## config.mk

```make
export PLATFORM = sky130hd
export DESIGN_NAME = trap_controller
export DESIGN_NICKNAME = d
export VERILOG_FILES = /design/src/rtl/trap_controller.sv
export SDC_FILE = /design/constraint.sdc
export NUM_CORES = 1
export LEC_CHECK = 0
export CAP_MARGIN = 20
export CORE_UTILIZATION = 52
export CTS_BUF_LIST = sky130_fd_sc_hd__clkbuf_2
export CTS_CLUSTER_DIAMETER = 40
export DETAILED_ROUTE_END_ITERATION = 7
export GPL_ROUTABILITY_DRIVEN = 0
export PLACE_DENSITY = 0.95
export SKIP_CTS_REPAIR_TIMING = 1
export SYNTH_ARGS = -nofsm -noshare
export SYNTH_HDL_FRONTEND = slang
export SYNTH_SLANG_ARGS = --single-unit
```

## constraint.sdc

```tcl
create_clock -name clk -period 3.1 [get_ports clk]
set_input_delay 0.62 -clock clk [delete_from_list [all_inputs] [get_ports clk]]
set_output_delay 0.62 -clock clk [all_outputs]
set_load 0.005 [all_outputs]
```

## src/rtl/trap_controller.sv

```systemverilog
// trap_controller
//   Trap sequencer for an RV32 core. Picks the highest-priority synchronous
//   exception, flushes and stalls the pipeline, records mepc/mcause/mtval,
//   and then redirects fetch to mtvec. It also sequences mret returns and
//   halts the core if a trap arrives while a handler is already running.
//
// Ports
//   clk, rst_n         core clock, synchronous active-low reset
//   exc_valid[3:0]     exception requests: 0 fetch misaligned, 1 illegal,
//                      2 ecall, 3 load misaligned
//   exc_pc, exc_tval   faulting PC and trap value
//   mret               mret retiring this cycle
//   mtvec_we/_wdata    mtvec write port, accepted in every state
//   stall, flush       pipeline hold / kill
//   redirect_valid/pc  one-cycle fetch redirect; pc holds between strobes
//   mepc, mcause,      trap CSRs
//   mtval, mtvec
//   in_trap            handler running
//   double_fault       sticky halt indication
module trap_controller #(
  parameter int              XLEN         = 32,
  parameter logic [XLEN-1:0] HANDLER_ADDR = 32'h00000004,
  parameter int              FLUSH_CYCLES = 2
) (
  input  logic            clk,
  input  logic            rst_n,
  input  logic [3:0]      exc_valid,
  input  logic [XLEN-1:0] exc_pc,
  input  logic [XLEN-1:0] exc_tval,
  input  logic            mret,
  input  logic            mtvec_we,
  input  logic [XLEN-1:0] mtvec_wdata,
  output logic            stall,
  output logic            flush,
  output logic            redirect_valid,
  output logic [XLEN-1:0] redirect_pc,
  output logic [XLEN-1:0] mepc,
  output logic [XLEN-1:0] mcause,
  output logic [XLEN-1:0] mtval,
  output logic [XLEN-1:0] mtvec,
  output logic            in_trap,
  output logic            double_fault
);

  typedef enum logic [2:0] {
    ST_IDLE,
    ST_FLUSH,
    ST_SAVE,
    ST_REDIRECT,
    ST_RETURN,
    ST_HALT
  } state_t;

  localparam logic [XLEN-1:0] MTVEC_RESET = {HANDLER_ADDR[XLEN-1:2], 2'b00};
  localparam logic [3:0]      FLUSH_LOAD  = 4'(FLUSH_CYCLES - 1);

  state_t          state_reg;
  logic [3:0]      cnt_reg;
  logic [3:0]      pend_cause_reg;
  logic [XLEN-1:0] pend_pc_reg;
  logic [XLEN-1:0] pend_tval_reg;

  logic [3:0]      win_onehot;
  logic [3:0]      win_cause;
  logic [XLEN-1:0] mtvec_wmask;
  logic [XLEN-1:0] mtvec_next;

  // Lowest set request bit wins; every higher bit is masked off.
  genvar gi;
  generate
    for (gi = 0; gi < 4; gi++) begin : g_prio
      if (gi == 0) begin : g_first
        assign win_onehot[gi] = exc_valid[gi];
      end else begin : g_rest
        assign win_onehot[gi] = exc_valid[gi] & ~(|exc_valid[gi-1:0]);
      end
    end
  endgenerate

  always_comb begin
    win_cause = 4'd0;
    if (win_onehot[1]) win_cause = 4'd2;
    if (win_onehot[2]) win_cause = 4'd11;
    if (win_onehot[3]) win_cause = 4'd4;
  end

  assign mtvec_wmask = {mtvec_wdata[XLEN-1:2], 2'b00};
  // A write landing in the SAVE cycle must already steer the redirect.
  assign mtvec_next  = mtvec_we ? mtvec_wmask : mtvec;

  always_ff @(posedge clk) begin
    if (!rst_n) begin
      state_reg      <= ST_IDLE;
      cnt_reg        <= 4'd0;
      pend_cause_reg <= 4'd0;
      pend_pc_reg    <= '0;
      pend_tval_reg  <= '0;
      stall          <= 1'b0;
      flush          <= 1'b0;
      redirect_valid <= 1'b0;
      redirect_pc    <= '0;
      mepc           <= '0;
      mcause         <= '0;
      mtval          <= '0;
      mtvec          <= MTVEC_RESET;
      in_trap        <= 1'b0;
      double_fault   <= 1'b0;
    end else begin
      mtvec          <= mtvec_next;
      stall          <= 1'b0;
      flush          <= 1'b0;
      redirect_valid <= 1'b0;
      case (state_reg)
        ST_IDLE: begin
          if (|exc_valid) begin
            stall <= 1'b1;
            if (in_trap) begin
              double_fault <= 1'b1;
              state_reg    <= ST_HALT;
            end else begin
              pend_cause_reg <= win_cause;
              pend_pc_reg    <= exc_pc;
              pend_tval_reg  <= exc_tval;
              cnt_reg        <= FLUSH_LOAD;
              flush          <= 1'b1;
              state_reg      <= ST_FLUSH;
            end
          end else if (mret) begin
            redirect_valid <= 1'b1;
            redirect_pc    <= mepc;
            flush          <= 1'b1;
            stall          <= 1'b1;
            state_reg      <= ST_RETURN;
          end
        end
        ST_FLUSH: begin
          // flush was raised on entry, so the counter starts at N-1 and
          // the last flush cycle is the one where it reads zero.
          stall <= 1'b1;
          if (cnt_reg == 4'd0) begin
            state_reg <= ST_SAVE;
          end else begin
            cnt_reg <= cnt_reg - 4'd1;
            flush   <= 1'b1;
          end
        end
        ST_SAVE: begin
          mepc           <= {pend_pc_reg[XLEN-1:2], 2'b00};
          mcause         <= {{(XLEN-4){1'b0}}, pend_cause_reg};
          mtval          <= pend_tval_reg;
          in_trap        <= 1'b1;
          redirect_valid <= 1'b1;
          redirect_pc    <= mtvec_next;
          stall          <= 1'b1;
          state_reg      <= ST_REDIRECT;
        end
        ST_REDIRECT: begin
          state_reg <= ST_IDLE;
        end
        ST_RETURN: begin
          in_trap   <= 1'b0;
          state_reg <= ST_IDLE;
        end
        ST_HALT: begin
          stall <= 1'b1;
        end
        default: begin
          state_reg <= ST_IDLE;
        end
      endcase
    end
  end

endmodule

```

==> Yosys cells after proc, flatten, opt, wreduce, memory -nomap -nowiden <==
Cells that the tools add are included.
{ "totals": {"register_bits": 210, "latch_bits": 0, "ram_bits": 0, "romBits": 0, "input_bits": 104, "output_inout_bits": 165, "word_cells": 75, "mem_count": 0} }
{ "classes": {"n_addsub": 1, "mul": 0, "div": 0, "n_lt_le_gt_ge": 0, "eq_ne": 11, "n_shift": 0, "mux": 26, "n_bitwise": 8, "n_reduce_logical": 14} }
{ "ops": {"columns": ["op", "n"], "rows": [
  ["32-bit two-way mux", 3],
  ["32-bit one-hot mux with 2 select lines", 1],
  ["4-bit two-way mux", 5],
  ["3-bit two-way mux", 4],
  ["2-bit != test (second input constant)", 6],
  ["3-bit one-hot mux with 4 select lines", 1],
  ["3-bit AND reduction", 4],
  ["1-bit one-hot mux with 2 select lines", 4],
  ["4-bit one-hot mux with 2 select lines", 1],
  ["3-bit equality test (second input constant)", 2],
  ["1-bit two-way mux", 6],
  ["2-bit nonzero test", 3],
  ["3-bit OR reduction", 2],
  ["1-bit NOT", 5],
  ["4-bit zero test", 1],
  ["4-bit AND reduction", 1],
  ["4-bit OR reduction", 1],
  ["4-bit by 1-bit subtractor with 4-bit output (second input constant)", 1],
  ["1-bit AND", 3],
  ["3-bit by 1-bit equality test with 1-bit output (second input constant)", 1],
  ["3-bit by 2-bit equality test with 1-bit output (second input constant)", 1],
  ["3-bit zero test", 1],
  ["3-bit != test (second input constant)", 1],
  ["2-bit two-way mux", 1],
  ["2-bit OR reduction", 1]
]} }

==> Logic depth before layout (Yosys ltp) <==
{ "logic_depth": {"word_depth": 5, "mapped_depth": 6, "depth_no_buf": 5} }

==> Least setup slack after synthesis <==
Ideal clock, no wire load.
{ "synth_timing": {"kind": "in2reg", "from": "in exc_valid[1]", "to": "reg redirect_pc[16]", "setup_time_ps": 139, "arrival_time_ps": 1675, "required_ps": 2961, "path_slack_ps": 1285, "path_stages": 5, "n_path_buf": 2, "cell_sequence": "or4_1 -> buf_2 -> buf_2 -> o21ai_0 -> a221oi_1"} }
{ "synth_via": {"elab_chain_len": 3} }
{ "synth_lines": {"columns": ["element", "line_no", "text"], "rows": [
  ["start: declaration", "27", "input logic [3:0] exc_valid,"],
  ["4-bit OR reduction", "115", "if (|exc_valid) begin"],
  ["2-bit != test (no line)", null, null],
  ["3-bit AND reduction (no line)", null, null],
  ["end signal: assignment", "130", "redirect_pc <= mepc;"],
  ["end signal: assignment", "153", "redirect_pc <= mtvec_next;"],
  ["end: declaration", "36", "output logic [XLEN-1:0] redirect_pc,"]
]} }
Every way passes these cells.
A chain may end at the register's enable or synchronous reset.

==> Worst setup path after layout <==
{ "layout_timing": {"from": "reg in_trap", "to": "out in_trap"} }
{ "layout_rtl": {"columns": ["element", "line_no", "text"], "rows": [
  ["start: declaration", "41", "output logic in_trap,"],
  ["start signal: assignment", "106", "in_trap <= 1'b0;"],
  ["start signal: assignment", "151", "in_trap <= 1'b1;"],
  ["start signal: assignment", "161", "in_trap <= 1'b0;"]
]} }
No word-level cell between the ends.

==> metrics.cfg <==
[outcome]
status = finished, final reports clean

[clock_tree]
cts_buffer_depth = 3
htree_levels = 2
cts_made_buffers = 49
cts_tree = built
cts_sinks = 206
cts.clk_slew.worst_paths_ns = 0.09
clockRootBuffer = clkbuf_2
worstSkewPairLatency_ns = 0.78

[route]
dr.pass1.iters = 7
via_count = 8332
antenna_left = 0
wl_met3_um = 2120
vias_per_cell = 5.88
drt_iter0_drc = 712
wl_per_cell_um = 17.7
drt_wl_total_um = 25100
wl_met1_um = 10100
wl_met2_um = 11700
drc = 0
dr.max_layer_used = met4

[global_route]
grt_pass1_wl_um = 38000
grt_pass1_vias = 7621
gr-total-overflow = 0
grt_max_degree = 83
grt_usage_pct = 28.6
antenna_found_initial = 1

[yosys]
synth_top_cell_area_share_pct = 48.9
syn_avg_cell_area_um2 = 8.69
yosysWarnings = 0
yosys-top-cells-count = 206 x dfxtp_1, 148 x a21oi_1, 139 x nand2_1
synth_enable_flop_cells = 0
yosysSeqAreaShare_pct = 48.9
yosys.area.top_type = dfxtp_1
synthTopCellsByArea = dfxtp_1 49%, a21oi_1 8.8%, nand2_1 6.2%
ys_async_sr_fraction_pct = 0
ys_ff_latch = 206
post-synth-top-count-cell = dfxtp_1
synth_ff_type = dfxtp_1
synth_cell_types = 44
synthCells = 972
syn_area_um2 = 8440

[layout]
syn_to_final_growth_pct = 31.6
finalInstanceArea_um2 = 11100
register_area_um2 = 4130
multi_input_area_um2 = 3730
final_layout_size_suffix_gt1_share_pct = 10.2
layout.nets = 1278
fillers = 1239
final_core_util_pct = 69.9

[sta]
setup_violations = 0
finClkSkew_ns = 0.0497
rsz0062_at_grt = false
hold_viol_final = 0
slew_headroom_pct = 55.0
tightest_slew_ns = 0.673
hold_slack_ns = 0.417
drv_slew = 0
fin_setup_tns_ns = 0
max_freq_ghz = 0.357
finalCritPeriodShare_pct = 90.3
period_needed_ns = 2.80

[critical_path]
r2r_setup_slack_ns = 0.86
path_cells = buf_4, clkdlybuf4s50_1
worstReg2RegStart = state_reg[2]
cp.arrival_ns = 2.18
r2r_cells = 4
cp_slowest_cell = clkdlybuf4s50_1
end_kind = primary output
worstPathRequired_ns = 2.48
crit_type = reg2out
critPathMaxStageDelay_ns = 0.60
rr_endpoint = cnt_reg[3]
critPathMaxFanout = 47
timing.critical_path.buf_inv = 2
startpoint_type = flop
crit_family = buffers and inverters

[pwr]
irDropWorstVdd_mv = 0.469
p_per_area_nw_per_um2 = 674
power_w = 0.00749
p_leak_nw = 4.10

[worst_hold_path]
min_path_type = in2reg
hold_path.startpoint = exc_pc[31]
hold_path_depth = 3
holdPathEnd = pend_pc_reg[31]

[die]
fp.dieH_um = 129
die_area_um2 = 16700
ios = 269
core_um2 = 15900
chipWidth_um = 129
start_util_pct = 53.1
num_rows = 46

[place]
dp_hpwl_um = 16700
placed_cell_area_um2 = 10700
io_buffers = 234

[flow_run]
maxCapViolations = 0

==> routing by layer <==
| metal | global-route usage (%) | up-vias |
|---|---|---|
| li1 | - | 3879 |
| met1 | 36.2 | 3899 |
| met2 | 45.8 | 460 |
| met3 | 5.78 | 94 |
| met4 | 16.4 | 0 |
| met5 | 0 | - |
==> logic make-up after synthesis <==
| group | synth area share [%] |
|---|---|
| other cells | 0.0444 |
| fa+ha+maj | 0.296 |
| compound gates | 22.9 |
| simple gates | 15.2 |
| flops | 48.9 |
| buf+inv | 8.69 |
| mux | 4.02 |
==> layout make-up <==
class / instances / area share (%)
well taps: 216 / 2.43
flip-flops and latches: 206 / 37.1
clock inverters: 10 / 0.338
multi-input cells: 652 / 33.6
diodes: 1 / 0.0225
clock buffers: 69 / 3.11
inverters: 4 / 0.158
repair buffers: 259 / 23.2
==> cell usage in the layout (no fill, tap or decap), types with 2 or more instances in the layout <==
master,synthesis,routed
clkdlybuf4s50_1,0,234
dfxtp_1,206,205
a21oi_1,148,148
nand2_1,139,139
clkbuf_2,0,69
o31ai_1,66,66
nand4_1,64,64
o21ai_0,35,35
a31oi_1,34,34
conb_1,1,30
buf_4,32,21
nor2_1,18,18
mux2i_1,17,17
o21ai_1,16,16
mux2_2,15,15
and2_1,15,15
a221oi_1,14,14
clkinv_1,0,9
o32ai_1,4,4
buf_12,0,4
nand3_1,3,3
o311ai_0,3,3
inv_1,3,2
and3b_1,2,2
or3b_2,3,2
nor3b_1,3,2
nor2b_1,2,2
nor3_1,2,2
inv_2,1,2
o21bai_1,2,2
ha_1,2,2
==> through the flow <==
step           setup slack [ns]  instances
2_1_floorplan              1.29       1001
3_3_place_gp              0.490       1337
3_5_place_dp              0.427       1337
4_1_cts                   0.242       1416
5_1_grt                   0.184       1417
6_report                  0.300       1417
==> power by group <==
part	internal [W]	leakage, nW	switching (W)
Sequential	0.00310	1.68	0.000289
Clock	0.000584	0.305	0.00102
Combinational	0.00104	2.11	0.00145
==> how the worst max path moves through the flow <==
stage                 startpoint              end  slack, ns  cells after the start
finish                   in_trap          in_trap       0.30                      2
global route             in_trap          in_trap       0.18                      2
CTS                      in_trap          in_trap       0.24                      2
detailed placement  exc_valid[1]  redirect_pc[17]       0.43                      5
global placement    exc_valid[1]  redirect_pc[21]       0.49                      5
floorplan           exc_valid[1]  redirect_pc[16]       1.29                      5
==> worst reg2reg max path: stages (launching register included) <==
cell,delay [ns]
dfxtp_1,0.49
or3_2,0.81
buf_4,0.37
o311ai_0,0.36
a31oi_1,0.13
No activity file was read; power rests on OpenSTA's default activity.
==> RTL change: new RTL, same settings <==
The 6 states of `state_t` get a Gray code encoding in 3 bits.
--- a/src/rtl/trap_controller.sv
+++ b/src/rtl/trap_controller.sv
@@ -43,12 +43,12 @@
 );
 
   typedef enum logic [2:0] {
-    ST_IDLE,
-    ST_FLUSH,
-    ST_SAVE,
-    ST_REDIRECT,
-    ST_RETURN,
-    ST_HALT
+    ST_IDLE     = 3'b000,
+    ST_FLUSH    = 3'b001,
+    ST_SAVE     = 3'b011,
+    ST_REDIRECT = 3'b010,
+    ST_RETURN   = 3'b110,
+    ST_HALT     = 3'b111
   } state_t;
 
   localparam logic [XLEN-1:0] MTVEC_RESET = {HANDLER_ADDR[XLEN-1:2], 2'b00};
Formal check against the unedited RTL: no difference found for any inputs over 4 cycles, from zero or initial values and one cycle with rst_n low; so few cycles prove little.
==> RTL change against the unedited design <==
- power rose by 3.5%
- worst hold slack got worse by 0.097 ns
- cell area rose by 0.97%
- non-clock buffer count fell by 12
- count of clock-buffer cells in the layout rose by 6
- setup slack improved by 0.31 ns
- wire length fell by 2.8%
- area after synthesis rose by 0.92%
- die area rose by 0.91%
- sequential cell count did not move
- sequential share of layout area fell by 0.37 points
- global-route usage fell by 0.20 points
- critical path depth rose by 2
==> RTL change: results (changes against the unedited design) <==
Status = complete, no violations (unchanged)
Invs w/o clock = 3 (was 4)
Top post-synthesis cells by area = dfxtp_1 (48%), a21boi_0 (12%), nand2_1 (6.0%) (was dfxtp_1 (49%), a21oi_1 (8.8%), nand2_1 (6.2%))
Worst Hold Depth = 2 (was 3)
Register Area = 4124 µm² (was 4125 µm²)
Non-clock buffer area fraction after layout = 0.2207 (was 0.2323)
DR vias = 7773 (was 8332)
Clock-cell share = 0.03727 (was 0.03447)
CTS buffer count = 52 (was 49)
Worst hold path startpoint = rst_n (was exc_pc[31])
Global-route wire length before repair = 37490 µm (was 37980 µm)
Number of non-clock buffers = 247 (was 259)
Clk Latency, worst-skew pair = 0.81 ns (was 0.78 ns)
Synth Cell Area = 8519 µm² (was 8442 µm²)
# clk buffers = 75 (was 69)
Leakage = 4.131 nW (was 4.103 nW)
CTS clock-pin slew for the worst setup and hold paths = 0.10 ns
Setup slack, reg-to-reg = 0.61 ns (was 0.86 ns)
Placed Instances = 1319 (was 1337)
Number of global-route vias before repair = 7376 (was 7621)
Worst IR drop on VDD = 423.0 µV (was 468.7 µV)
Final hold slack = 0.3199 ns (was 0.4171 ns)
Critical Path Max Stage Delay = 1.09 ns (was 0.60 ns)
DR iter-0 viols = 478 (was 712)
Drt pass-1 iters = 4 (was 7)
Mean Syn Cell Area = 8.987 µm² (was 8.685 µm²)
Power per Cell Area = 691.1 nW/µm² (was 674.0 nW/µm²)
Relative slew slack = 0.3241 (was 0.5505)
Max Clock Freq = 400.8 MHz (was 357.1 MHz)
DPL Wire Length = 16130 µm (was 16720 µm)
Gr usage total = 0.2844 (was 0.2864)
Worst path slowest cell = or4_2 (was clkdlybuf4s50_1)
Layout cells sized above 1 = 0.09756 (was 0.1017)
Antenna cells = 3 (was 1)
Yosys cell types = 48 (was 44)
Arrival @ worst endpoint = 3.14 ns (was 2.18 ns)
Post-Place Worst Slack = 0.3435 ns (was 0.4273 ns)
Initial antenna violation count = 5 (was 1)
Worst flop-to-flop path endpoint = pend_pc_reg[11]$_SDFFE_PN0P_ (was cnt_reg[3]$_SDFFE_PN0P_)
Routed wire length = 24380 µm (was 25070 µm)
Multi-input combinational area share = 0.3485 (was 0.3356)
Part of the Yosys area used for sequential elements = 0.4841 (was 0.4885)
Seq_cells = 206 (unchanged)
Synth top cells by count = dfxtp_1 (206), a21boi_0 (140), nand2_1 (137) (was dfxtp_1 (206), a21oi_1 (148), nand2_1 (139))
Min-Delay Endpoint = mtvec[2]$_SDFF_PN1_ (was pend_pc_reg[31]$_SDFFE_PN0P_)
Worst path top cell family by delay = simple AND/OR/NAND/NOR gates (was buffers and inverters)
Vias/cell = 5.521 (was 5.880)
Largest net degree at the start of global routing = 120 (was 83)
Crit Path Max Fanout = 36 (was 47)
Comb_multi_in = 647 (was 652)
[RTL change: changes by cell type in the layout (fill, tap and decap cells not counted), moves of 13 or more]
cell      unedited run  this run
a21oi_1            148         2
a21boi_0             0       140
nand3_1              3        71
o31ai_1             66         0
nand4_1             64         0
o21ai_0             35        90
a31oi_1             34         8
o21ai_1             16         1
o311a_1              0        15
a221oi_1            14         0
or3_1                1        15
nor2b_1              2        15
[RTL change: where the power goes]
part | internal, mW | total [mW] | switching, mW
Clock | 0.637 | 1.68 | 1.04
Combinational | 1.09 | 2.53 | 1.44
Sequential | 3.18 | 3.54 | 0.360
Total | 4.91 | 7.75 | 2.84
[RTL change: cells by family (layout without fill, tap and decap cells)]
logic type / Yosys count / after routing / synth area share
DFF: 206 / 206 / 0.4841
other: 1 / 33 / 0.0004402
muxes: 30 / 30 / 0.03745
buffers and inverters: 124 / 336 / 0.07284
AOI/OAI and AO/OA: 283 / 283 / 0.2273
adders and majority gates: 2 / 2 / 0.002937
and+or+nand+nor: 302 / 302 / 0.1749
[RTL change: worst max path at each step]
stage	from	endpoint
3_3_place_gp	exc_valid[1]	redirect_pc[27]$_SDFFE_PN0P_
5_1_grt	in_trap$_SDFFE_PN0P_	in_trap
4_1_cts	in_trap$_SDFFE_PN0P_	in_trap
2_1_floorplan	exc_valid[1]	redirect_pc[13]$_SDFFE_PN0P_
3_5_place_dp	exc_valid[1]	redirect_pc[20]$_SDFFE_PN0P_
6_report	state_reg[2]$_SDFFE_PN0P_	pend_pc_reg[11]$_SDFFE_PN0P_
[RTL change: layer usage]
layer / global-route usage / up-vias / share of wire
li1: - / 3690 / -
met1: 0.3283 / 3701 / 0.40
met2: 0.4747 / 299 / 0.48
met3: 0.08282 / 79 / 0.072
met4: 0.1566 / 4 / 0.043
met5: 0 / - / 0.00094
